`src/rtl/glitch_wishbone.sv`:
```
// glitch_wishbone: Wishbone-slave clock glitcher that replaces clk_in on clk_out for a programmed window.
// Build option: define GLITCH_NOT_MODE_EN to make MODE 3 output ~clk_in; otherwise MODE 3 passes clk_in.
module glitch_wishbone (
  input  logic       clk_i,
  input  logic       rst_ni,
  input  logic [7:0] dat_i,
  input  logic [5:2] adr_i,
  output logic [7:0] dat_o,
  input  logic       stb_i,
  input  logic       we_i,
  output logic       ack_o,
  input  logic       clk_in,
  output logic       clk_out
);
  typedef enum logic [1:0] {IDLE, DELAY, WIDTH} state_t;
  state_t      state_q, state_d;
  logic [15:0] delay_q, delay_d, dly_cnt_q, dly_cnt_d;
  logic [7:0]  width_q, width_d, wid_cnt_q, wid_cnt_d;
  logic [7:0]  mode_q, mode_d, dat_q, dat_d;
  logic [1:0]  ack_q, ack_d;
  logic [7:0]  rdata;
  logic        wr, trig, glitch;
  always_comb begin
    wr        = stb_i & we_i;
    delay_d   = delay_q;
    width_d   = width_q;
    mode_d    = mode_q;
    state_d   = state_q;
    dly_cnt_d = dly_cnt_q;
    wid_cnt_d = wid_cnt_q;
    delay_d[7:0]  = (wr && adr_i == 4'd1) ? dat_i : delay_q[7:0];
    delay_d[15:8] = (wr && adr_i == 4'd2) ? dat_i : delay_q[15:8];
    width_d       = (wr && adr_i == 4'd3) ? dat_i : width_q;
    mode_d        = (wr && adr_i == 4'd4) ? dat_i : mode_q;
    trig = wr && adr_i == 4'd0 && dat_i[0] && state_q == IDLE;
    case (state_q)
      IDLE: if (trig) begin
        dly_cnt_d = delay_q;
        wid_cnt_d = width_q;
        state_d   = (delay_q != 16'd0) ? DELAY : (width_q != 8'd0) ? WIDTH : IDLE;
      end
      DELAY: begin
        dly_cnt_d = dly_cnt_q - 16'd1;
        state_d   = (dly_cnt_q != 16'd1) ? DELAY : (wid_cnt_q != 8'd0) ? WIDTH : IDLE;
      end
      WIDTH: begin
        wid_cnt_d = wid_cnt_q - 8'd1;
        state_d   = (wid_cnt_q == 8'd1) ? IDLE : WIDTH;
      end
      default: state_d = IDLE;
    endcase
    case (adr_i)
      4'd0:    rdata = {7'd0, state_q == IDLE};
      4'd1:    rdata = delay_q[7:0];
      4'd2:    rdata = delay_q[15:8];
      4'd3:    rdata = width_q;
      4'd4:    rdata = mode_q;
      default: rdata = 8'd0;
    endcase
    dat_d = (stb_i && !we_i) ? rdata : dat_q;
    ack_d = {ack_q[0], stb_i};
  end
  always_ff @(posedge clk_i or negedge rst_ni) begin
    if (!rst_ni) begin
      state_q   <= IDLE;
      delay_q   <= '0;
      width_q   <= '0;
      mode_q    <= '0;
      dly_cnt_q <= '0;
      wid_cnt_q <= '0;
      dat_q     <= '0;
      ack_q     <= '0;
    end else begin
      state_q   <= state_d;
      delay_q   <= delay_d;
      width_q   <= width_d;
      mode_q    <= mode_d;
      dly_cnt_q <= dly_cnt_d;
      wid_cnt_q <= wid_cnt_d;
      dat_q     <= dat_d;
      ack_q     <= ack_d;
    end
  end
  // ack is stretched over two cycles so a master that drops a one-cycle strobe still sees it
  always_comb begin
    case (mode_q[1:0])
      2'd1:    glitch = 1'b0;
      2'd2:    glitch = 1'b1;
`ifdef GLITCH_NOT_MODE_EN
      2'd3:    glitch = ~clk_in;
`else
      2'd3:    glitch = clk_in;
`endif
      default: glitch = clk_in;
    endcase
  end
  assign clk_out = (state_q == WIDTH) ? glitch : clk_in;
  assign dat_o   = dat_q;
  assign ack_o   = |ack_q;
endmodule

```
`config.mk`:
```
export PLATFORM = sky130hd
export DESIGN_NAME = glitch_wishbone
export DESIGN_NICKNAME = d
export VERILOG_FILES = /design/src/rtl/glitch_wishbone.sv
export SDC_FILE = /design/constraint.sdc
export NUM_CORES = 1
export LEC_CHECK = 0
export CAP_MARGIN = 20
export CORE_MARGIN = 4
export CORE_UTILIZATION = 58
export DETAILED_ROUTE_END_ITERATION = 8
export PLACE_DENSITY = 0.79
export REMOVE_ABC_BUFFERS = 1
export SYNTH_ARGS = -nofsm -noshare
export SYNTH_HDL_FRONTEND = slang
export SYNTH_SLANG_ARGS = --single-unit
```
`constraint.sdc`:
```
create_clock -name clk_i -period 2.41 [get_ports clk_i]
set_clock_uncertainty 0.2 [all_clocks]
set_input_delay 0.482 -clock clk_i [delete_from_list [all_inputs] [get_ports clk_i]]
set_output_delay 0.482 -clock clk_i [all_outputs]
set_load 0.005 [all_outputs]
```
# Yosys cells after proc, flatten, opt, wreduce, memory -nomap -nowiden
# Cells that the tools add are included.
# word_totals
regBits	68
in_bits	17
word_cells	56
# op_classes
n_addsub	2
eq_ne	11
muxes	14
bitwise	1
n_reduce_logical	19
# op_table
op	count
8-bit case mux with 5 select lines	1
16-bit case mux with 2 select lines	1
16-bit 2-to-1 mux	1
16-bit by 1-bit inequality test with 1-bit output, second input constant	1
8-bit case mux with 2 select lines	1
16-bit nonzero test	1
8-bit nonzero test	2
16-bit by 1-bit subtractor with 16-bit output, second input constant	1
2-bit 2-to-1 mux	6
4-bit by 2-bit equality test with 1-bit output, second input constant	2
8-bit by 1-bit equality test with 1-bit output, second input constant	1
1-bit logical AND	8
8-bit 2-to-1 mux	1
8-bit by 1-bit subtractor with 8-bit output, second input constant	1
2-bit case mux with 3 select lines	1
2-bit by 1-bit equality test with 1-bit output, second input constant	2
2-bit equality test, second input constant	2
4-bit by 1-bit equality test with 1-bit output, second input constant	1
4-bit by 3-bit equality test with 1-bit output, second input constant	1
4-bit zero test	1
2-bit AND reduction	2
2-bit nonzero test	2
2-bit zero test	1
2-bit inequality test, second input constant	1
5 further kinds	5

# Longest topological paths before layout
# Gate-level depths: netlist of the first run.
# logic_depth
depth_word	6
ltp_mapped	8

# Worst setup path after synthesis of the first run
# No wires, ideal clock.
# synth_timing
path_kind	input -> register
from	input adr_i[5] in the netlist's numbering
to	register dly_cnt_q[14]
t_arrival_ns	1.750
required_ns	2.066
path_slack_ns	0.316
cell_stages	6
path_buffers	1
cell_sequence	clkbuf_2 > nor4_4 > nand4_4 > or4_1 > o211ai_1 > a311oi_1
# synth_via
elab_chain_len	6
# synth_rtl
item	line_no	source
start, declared	7	input logic [5:2] adr_i,
4-bit zero test	35	trig = wr && adr_i == 4'd0 && dat_i[0] && state_q == IDLE;
1-bit logical AND (3 in a row)	35	
2-bit inequality test (no source line)	n/a	
2-bit AND reduction (no source line)	n/a	
end signal, assigned	78	dly_cnt_q <= dly_cnt_d;
end, declared	17	logic [15:0] delay_q, delay_d, dly_cnt_q, dly_cnt_d;
# Every way passes these cells.
# A chain may end at the register's enable or synchronous reset.

# Worst setup path after layout of the first run
# layout_timing
from	register mode_q[1]
to	output clk_out
# layout_via
elab_chain_len	3
word_cells_on_any_way	4
classes_between	eq/ne (2); mux (2)
# layout_rtl
item	line_no	source
start, declared	19	logic [7:0] mode_q, mode_d, dat_q, dat_d;
start signal, assigned	77	mode_q <= mode_d;
2-bit equality test or 2-bit by 1-bit equality test with 1-bit output (tied branches)	86	case (mode_q[1:0])
1-bit case mux with 2 select lines *	86	
1-bit 2-to-1 mux *	97	assign clk_out = (state_q == WIDTH) ? glitch : clk_in;
end, declared	13	output logic clk_out
# Mark *: on every way between the ends. The rest lies on a longest branch, timed or not.

==> out/metrics.yaml, run 1 <==
outcome: "finished, final reports clean"
worstHoldPathType: "reg2reg"
synthFlopType: "dfrtp_1"
grt_overflow: 0
diodes: 0
synth-seq-area-share_pct: 47.30
ys_async_sr_fraction_pct: 100.0
drc_errors: 0
cts_buffers: 9
slowest_stage: "dfrtp_1"
synth_top_area_cell: "dfrtp_1"
synth_cell_types: 60
drt_pass1_iterations: 7
r2r_slack_ns: 0.29
root_buffer: "clkbuf_8"
grt_pass1_wl_um: 15810
drive_gt1_share_pct: 25.81
antenna_left: 0
rsz0062_at_grt: "no"
ys_ff_latch: 68
start_util_pct: 60.40
hpwl_um: 6860
die_x_um: 86.76
max_freq_mhz: 426.4
track_usage_pct: 27.99
ir_drop_uv: 682.1
critPathRequiredTime_ns: 1.73
syn_inst: 337
finalWirelength_um: 9841
clkTransAtPathRegs_ns: 0.08
rows: 28
clk_latency_ns: 0.36
vias_per_cell: 6.684
grt_pass1_vias: 3137
critPathMaxFanout: 2
antenna_found_initial: 0
cts.sink_count: 68
fin_tns_setup_ns: 0
max-slew-margin-rel_pct: 69.81
tritoncts: "yes"
slew_violations: 0
final_nets: 417
critPathTopFamily: "flip-flops"
setup.worst_path.class: "reg2out"
setup_viol: 0
crit_chain: "ha_1 -> nor2_2 -> mux2_2 -> clkbuf_2"
area_delta_synth_final_pct: 21.95
fp.dieH_um: 86.76
cp-start-kind: "register"
yosysTopAreaCellShare_pct: 47.30
dr.first_iter.drc_count: 313
synth_area_per_cell_sq_um: 10.67
portBuffers: 26
core_sq_um: 5956
wire_per_inst_um: 20.76
crit_buf_inv: 1
fin_crit_ns: 2.345
cap_violations: 0
leakage_nw: 1.827
io_pins: 27
place.gp.congestion: 0.9041
yosysWarnings: 0
instances_no_fill: 474
synthTopCellsByArea: "dfrtp_1 (47%), mux2_2 (10%), nor3_1 (2.9%), o21ai_0 (2.8%), nand2_1 (2.7%)"
post-route-period-util_pct: 97.31
post-route-util_pct: 73.66
dieArea_sq_um: 7526
worst_pin_slew_ns: 0.4528
critPathCaptureType: "output pin"
via_count: 3168
worstPathArrival_ns: 1.66
clockBufferDepth: 2
dpl.cell_count: 456
hold_viol: 0
grt_max_degree: 33
syn_area_sq_um: 3597
htreeDepth: 3
power_density_nw_per_um2: 850.0
slowest_delay_ns: 0.41
synth_edf_count: 0
final timing paths:
path	from	to	cells after the start
worst max-delay path	mode_q[1]	clk_out	4
worst min-delay path	ack_q[0]	ack_q[1]	0
worst max register to register	dly_cnt_q[2]	state_q[1]	5
worst min register to register	ack_q[0]	ack_q[1]	0
max in group asynchronous	rst_ni	delay_q[5]	3
min in group asynchronous	rst_ni	ack_q[1]	2
cells by family (layout without fill, tap and decap cells):
family | after synthesis | after routing | synth area share, %
mux | 33 | 33 | 10.30
compound gates | 92 | 92 | 17.95
fa+ha+maj | 6 | 6 | 2.087
flops | 68 | 68 | 47.30
simple gates | 114 | 114 | 19.06
buf+inv | 24 | 86 | 3.305
registers in the layout (all words and copies together), names as in the netlist:
name	count
ack_q	2
dat_o	8
delay_q	16
dly_cnt_q	16
mode_q	8
state_q	2
wid_cnt_q	8
width_q	8
metal layers:
| layer | global-route usage, % | part of all wire (%) | vias up | wire length, um |
|---|---|---|---|---|
| met5 | 0 | 0 | - | 0 |
| met4 | 12.46 | 3.7 | 0 | 360 |
| met3 | 7.129 | 7.9 | 38 | 782 |
| met2 | 44.51 | 49 | 171 | 4774 |
| met1 | 36.20 | 40 | 1554 | 3924 |
| li1 | - | - | 1405 | - |
through the flow:
step	area (sq um)	worst slack, ns	power [W]	hold WS (ns)
finish	4387	0.06471	0.003729	0.1734
global route	4387	0.01610	0.003923	0.2002
CTS	4389	0.01029	0.003706	0.1774
detailed placement	4167	-0.1886	0.002698	0.1590
global placement	4167	-0.1279	0.002648	0.1530
floorplan	3505	0.2376	0.002288	-0.01359
cells in the mapped netlist, drive strengths merged, types with 3 or more instances:
| cell | count |
|---|---|
| nor2 | 22 |
| a222oi | 7 |
| or3 | 4 |
| or4 | 3 |
| nor4 | 11 |
| mux2 | 32 |
| o22ai | 3 |
| and3 | 5 |
| a31oi | 6 |
| nand3 | 7 |
| a211oi | 5 |
| nand2 | 26 |
| o21ai | 23 |
| a21boi | 7 |
| o211ai | 4 |
| nor3 | 23 |
| inv | 7 |
| o22a | 4 |
| clkbuf | 6 |
| buf | 11 |
| ha | 6 |
| a21oi | 16 |
| dfrtp | 68 |
| nor4b | 4 |
| nand4 | 3 |
layout by cell type, fill, tap and decap left out, types with 2 or more instances in the layout:
master           netlist  final
a31oi_1                6      6
o211ai_1               4      4
and3_1                 5      5
a21oi_1               14     14
nand3_2                2      2
clkdlybuf4s50_1        0     24
or3_1                  4      4
o21ai_1                2      2
clkinv_4               0      2
ha_1                   6      6
nand3_1                5      5
mux2_2                32     32
a222oi_1               7      7
a21boi_0               7      7
a211oi_1               5      5
buf_12                 0      4
inv_1                  7      7
or4_1                  3      3
dfrtp_1               68     68
nand4_1                2      2
nor3_1                21     21
nor3_4                 2      2
buf_4                  4     32
o31ai_1                2      2
nor4b_4                3      3
nor2_1                21     20
a22o_1                 2      2
o22a_1                 4      4
nand2_1               26     26
nor2_2                 1      2
o22ai_1                3      3
clkbuf_8               0      9
nor4_1                10     10
inv_6                  0      3
a22oi_1                2      2
o21ai_0               20     20
where the power goes:
group / total [W] / internal [W] / leakage [nW] / switching (W)
clock network: 0.00101 / 0.000492 / 0.101 / 0.000513
logic: 0.000952 / 0.000441 / 0.883 / 0.000511
registers: 0.00177 / 0.00141 / 0.843 / 0.000363
total: 0.00373 / 0.00234 / 1.83 / 0.00139
timing repair:
action / 4_1_cts / 5_1_grt
resized for setup: 2 / 2
gates cloned: 0 / 0
hold buffers: 1 / 0
endpoints found under the setup margin: 1 / 1
endpoints found under the hold margin: 16 / 0
pin swaps: 1 / 0
setup buffers: 1 / 0
cell type report:
class,instances,area [sq um]
Fill cell,412,1569
Clock inverter,7,81.33
Inverter,7,26.28
Multi-Input combinational cell,245,1779
Sequential cell,68,1702
Timing Repair Buffer,63,580.6
Tap cell,75,93.84
Clock buffer,9,123.9
Note: power is estimated with default switching activity, not from simulation.
==> run 2: changes to the inputs <==
--- a/config.mk
+++ b/config.mk
@@ -11,6 +11,7 @@
 export DETAILED_ROUTE_END_ITERATION = 8
 export PLACE_DENSITY = 0.79
 export REMOVE_ABC_BUFFERS = 1
+export SETUP_SLACK_MARGIN = 0.1
 export SYNTH_ARGS = -nofsm -noshare
 export SYNTH_HDL_FRONTEND = slang
 export SYNTH_SLANG_ARGS = --single-unit
==> run 2 against run 1 <==
Compared with the run above:
- wire length fell by 0.55%
- maximum frequency fell by 0.42%
- count of clock-buffer cells in the layout did not move
- cell area rose by 0.46%
- via count fell by 1.2%
- cell count rose by 0.21%
- worst setup slack got worse by 0.0099 ns
- first-iteration DRC count fell by 7.3%
- utilization rose by 0.34 points
==> out/metrics.yaml, run 2 (synthesis gave the netlist of run 1 again) <==
drt_pass1_iterations: 8
grt_pass1_wl_um: 15860
drive_gt1_share_pct: 26.00
start_util_pct: 60.40
dr.first_iter.drc_count: 290
final_cell_mix: "dfrtp_1 (68), buf_4 (33), mux2_2 (31)"
tritoncts: "yes"
antenna_left: 0
max-slew-margin-rel_pct: 69.87
hold_viol: 0
post-route-util_pct: 73.99
diodes: 0
io_pins: 27
dieArea_sq_um: 7526
post-route-period-util_pct: 97.73
cp-start-kind: "register"
vias_per_cell: 6.589
ir_drop_uv: 680.2
whs_ns: 0.1732
worstHoldPathType: "reg2reg"
grt_max_degree: 33
critPathMaxFanout: 2
worst_pin_slew_ns: 0.4520
cap_violations: 0
crit_start: "mode_q[1]"
fin_crit_ns: 2.355
setup_ws_ns: 0.05477
num-fill-cells: 407
power_density_nw_per_um2: 844.9
rr_startpoint: "dly_cnt_q[2]"
critPathRequiredTime_ns: 1.73
leakage_nw: 1.847
clk_latency_ns: 0.36
via_count: 3130
critPathCapture: "clk_out"
reg.largest.list: "delay_q x16, dly_cnt_q x16"
critPathCaptureType: "output pin"
htreeDepth: 3
rr_endpoint: "state_q[1]"
antenna_found_initial: 0
outcome: "finished, final reports clean"
grt_pass1_vias: 3143
fp.dieH_um: 86.76
grt_overflow: 0
slew_violations: 0
total_power_w: 0.003723
track_usage_pct: 28.07
portBuffers: 26
final_nets: 418
cts_buffers: 9
setup.worst_path.class: "reg2out"
finalWirelength_um: 9787
wire_per_inst_um: 20.60
area_delta_synth_final_pct: 22.50
core_sq_um: 5956
clockBufferDepth: 2
reg2regPathDepth: 5
rows: 28
die_x_um: 86.76
setup_viol: 0
max_freq_mhz: 424.6
worstPathArrival_ns: 1.67
final_common_cell: "dfrtp_1"
place.gp.congestion: 0.9041
hpwl_um: 6860
root_buffer: "clkbuf_8"
cts.sink_count: 68
rsz0062_at_grt: "yes"
r2r_slack_ns: 0.28
clkTransAtPathRegs_ns: 0.08
pre_cts_ws_ns: -0.1886
drc_errors: 0
==> run 2: changes by cell type in the layout (fill, tap and decap cells not counted), sizes merged <==
cell	before	now
buf	37	39
dlymetal6s2s	0	1
clkbuf	10	9
clkdlybuf4s50	24	23
==> run 2: critical path: stages (launching register included) <==
cell and delay (ns):
dfrtp_1 0.42, ha_1 0.33, nor2_2 0.14, mux2_4 0.32, buf_6 0.11
==> run 2: how the worst min path moves through the flow <==
stage	start	end	slack [ns]	depth (start not counted)
4_1_cts	ack_q[0]	ack_q[1]	0.18	0
6_report	ack_q[0]	ack_q[1]	0.17	0
3_3_place_gp	ack_q[0]	ack_q[1]	0.15	0
2_1_floorplan	rst_ni	ack_q[0]	-0.01	0
5_1_grt	ack_q[0]	ack_q[1]	0.20	0
3_5_place_dp	ack_q[0]	ack_q[1]	0.16	0
==> run 2: metrics by stage <==
step                      instance area [sq um]  cells  TNS (ns)
final                                      4407    475         0
after detailed placement                   4167    456    -5.022
after CTS                                  4397    474         0
after global routing                       4407    475         0
after global placement                     4167    456    -3.168
after floorplan                            3505    320         0
==> run 2: area by class of cell <==
cell class | count | area, sq um | share of cell area, %
well taps | 75 | 93.84 | 2.129
inverters | 7 | 26.28 | 0.5963
clock inverters | 7 | 81.33 | 1.846
multi-input cells | 245 | 1783 | 40.46
clock buffers | 9 | 123.9 | 2.811
flip-flops and latches | 68 | 1702 | 38.61
repair buffers | 64 | 596.8 | 13.54
==> run 2: metal layers <==
metal,vias to the layer above,global-route usage (%),share of wire (%)
li1,1404,-,-
met4,0,13.17,3.7
met2,148,44.30,49
met5,-,0,0
met3,35,7.605,7.6
met1,1543,36.01,40
==> run 2: report_power, final <==
group	internal, W	total (W)	switching (W)	leakage, nW
clock network	0.000492	0.00100	0.000511	0.101
registers	0.00141	0.00177	0.000361	0.843
logic	0.000443	0.000952	0.000509	0.903
total	0.00234	0.00372	0.00138	1.85
==> run 2: timing repair <==
action                     CTS  global route
setup endpoints to repair    1             2
setup buffers                1             1
cloned                       0             0
hold buffers                 1             0
gates resized for setup      7             1
pin swaps                    2             1
hold endpoints to repair    16             0
==> RTL edit (flow settings as in run 2) <==
The option `GLITCH_NOT_MODE_EN` is turned on by a define.
--- a/src/rtl/glitch_wishbone.sv
+++ b/src/rtl/glitch_wishbone.sv
@@ -2,2 +2,4 @@
 // Build option: define GLITCH_NOT_MODE_EN to make MODE 3 output ~clk_in; otherwise MODE 3 passes clk_in.
+`define GLITCH_NOT_MODE_EN
+
 module glitch_wishbone (
Formal check against the unedited RTL: not equivalent (a bounded check fails within 4 cycles, from zero or initial values and one cycle with rst_ni low).
==> RTL edit against run 2 <==
Die area is 3.9% higher. Fmax is 5.0% higher. Final area is 3.9% higher. Critical path depth is 2 higher. Sequential cell count stayed put. Setup slack better by 110 ps. Area after synthesis is 4.3% higher. First-iteration DRC count is 16% lower. Power is 6.8% higher. Routed wire length is 4.6% higher. Critical path type is now input port to flip-flop. Critical endpoint is now width_q[2]. Largest power group unchanged.
==> RTL edit: results (changes against run 2) <==
- Sequential area share after synthesis: 0.4533 (was 0.4730)
- Pleak: 1.942 nW (was 1.847 nW)
- Fin util: 0.7251 (was 0.7399)
- Critical path origin: stb_i (was mode_q[1])
- Worst r2r src: dly_cnt_q[6] (was dly_cnt_q[2])
- GRT Total Usage: 0.2789 (was 0.2807)
- Register-to-register setup slack: approximately 270 ps
- Reg-to-Reg End: dly_cnt_q[9] (was state_q[1])
- Largest net degree at the start of global routing: 69 (was 33)
- Via density: 6.650 (was 6.589)
- Top_reg_cell synth: dfrtp_1 (unchanged)
- # nets final: 437 (was 418)
- First DRT Iteration DRCs: 244 (was 290)
- Share of layout cells above drive strength 1: 0.2357 (was 0.2600)
- Number of post-CTS setup repair buffers: 0 (was 1)
- WL met2: 4.869 mm (was 4.759 mm)
- Worst Setup EP: width_q[2] (was clk_out)
- Relative slew margins: 0.6205 (was 0.6987)
- Most frequent cells after synthesis: dfrtp_1 (68), mux2_2 (33), nor2_1 (20) (was dfrtp_1 (68), mux2_2 (32), nand2_1 (26))
- DP HPWL: 7.257 mm (was 6.860 mm)
- Placer Congestion: 0.9224 (was 0.9041)
- Critical Path Fanout Max: 9 (was 2)
- Worst VDD drop: 551.8 uV (was 680.2 uV)
- Synth area leaders: dfrtp_1 (45%), mux2_2 (9.9%), o22ai_1 (2.3%), nor4_1 (2.2%), a22oi_1 (2.0%) (was dfrtp_1 (47%), mux2_2 (10%), nor3_1 (2.9%), o21ai_0 (2.8%), nand2_1 (2.7%))
- Fillers: 460 (was 407)
- Vias in the first global route: 3,222 (was 3,143)
- Status: finished, final reports clean (unchanged)
- Placed inst area: 0.004293 mm2 (was 0.004167 mm2)
- DR pass1 iterations: 5 (was 8)
- Metal-1 WL: 4.537 mm (was 3.924 mm)
- Die width: 88.45 um (was 86.76 um)
- R2R cell count: 4 (was 5)
- Metal3 WL: 530 um (was 744 um)
- Worst hold slack: 173.3 ps (was 173.2 ps)
- Root buffer cell: clkbuf_8 (unchanged)
- Global-route wire length before repair: 16.39 mm (was 15.86 mm)
- Avg WL per Cell: 20.61 um (was 20.60 um)
- Hold Path Class: flip-flop to flip-flop (unchanged)
==> RTL edit: routing by layer <==
layer,up-vias,global-route usage
met4,0,0.1511
met5,-,0
met3,23,0.03911
met1,1639,0.3843
li1,1520,-
met2,123,0.4269
==> RTL edit: repair_timing <==
action / 4_1_cts / 5_1_grt
setup endpoints to repair: 1 / 18
hold endpoints to repair: 68 / 0
hold buffers: 1 / 0
gates resized for setup: 3 / 4
pin swaps: 1 / 0
==> RTL edit: final cells by class <==
class,instances,area share
multi-input combinational,265,0.4274
tap,77,0.02104
sequential,68,0.3717
clock inverter,6,0.02432
inverter,12,0.009839
clock buffer,10,0.03006
timing repair buffer,59,0.1156
==> RTL edit: kinds of logic (layout without fill, tap and decap cells) <==
group | Yosys count | count (layout) | share of synthesized area
AO/OA/AOI/OAI | 102 | 102 | 0.1923
flip-flops | 68 | 68 | 0.4533
buffers and inverters | 30 | 87 | 0.03266
multiplexers | 39 | 39 | 0.1150
adder cells (fa/ha/maj) | 5 | 5 | 0.01667
XOR/XNOR | 2 | 2 | 0.004668
AND/OR/NAND/NOR | 117 | 117 | 0.1853
==> RTL edit: per-stage QoR <==
stage	total power [mW]	worst slack [ps]	setup TNS [ps]	cells
floorplan	2.343	-103.5	-992.0	345
global placement	2.742	-45.45	-237.1	480
detailed placement	2.785	-223.6	-6939	480
CTS	3.946	113.3	0	497
global route	4.195	104.9	0	497
finish	3.975	167.2	0	497
==> RTL edit: power breakdown <==
part | internal (mW) | switching [mW] | total, mW
clock | 0.715 | 0.446 | 1.16
combinational | 0.532 | 0.575 | 1.11
sequential | 1.38 | 0.326 | 1.71
total | 2.63 | 1.35 | 3.98
==> RTL edit: critical path, cell delays in order <==
cell	delay [ps]
clkdlybuf4s50_1	530
nor4bb_2	360
buf_4	230
and2_1	200
buf_12	140
mux2_2	340
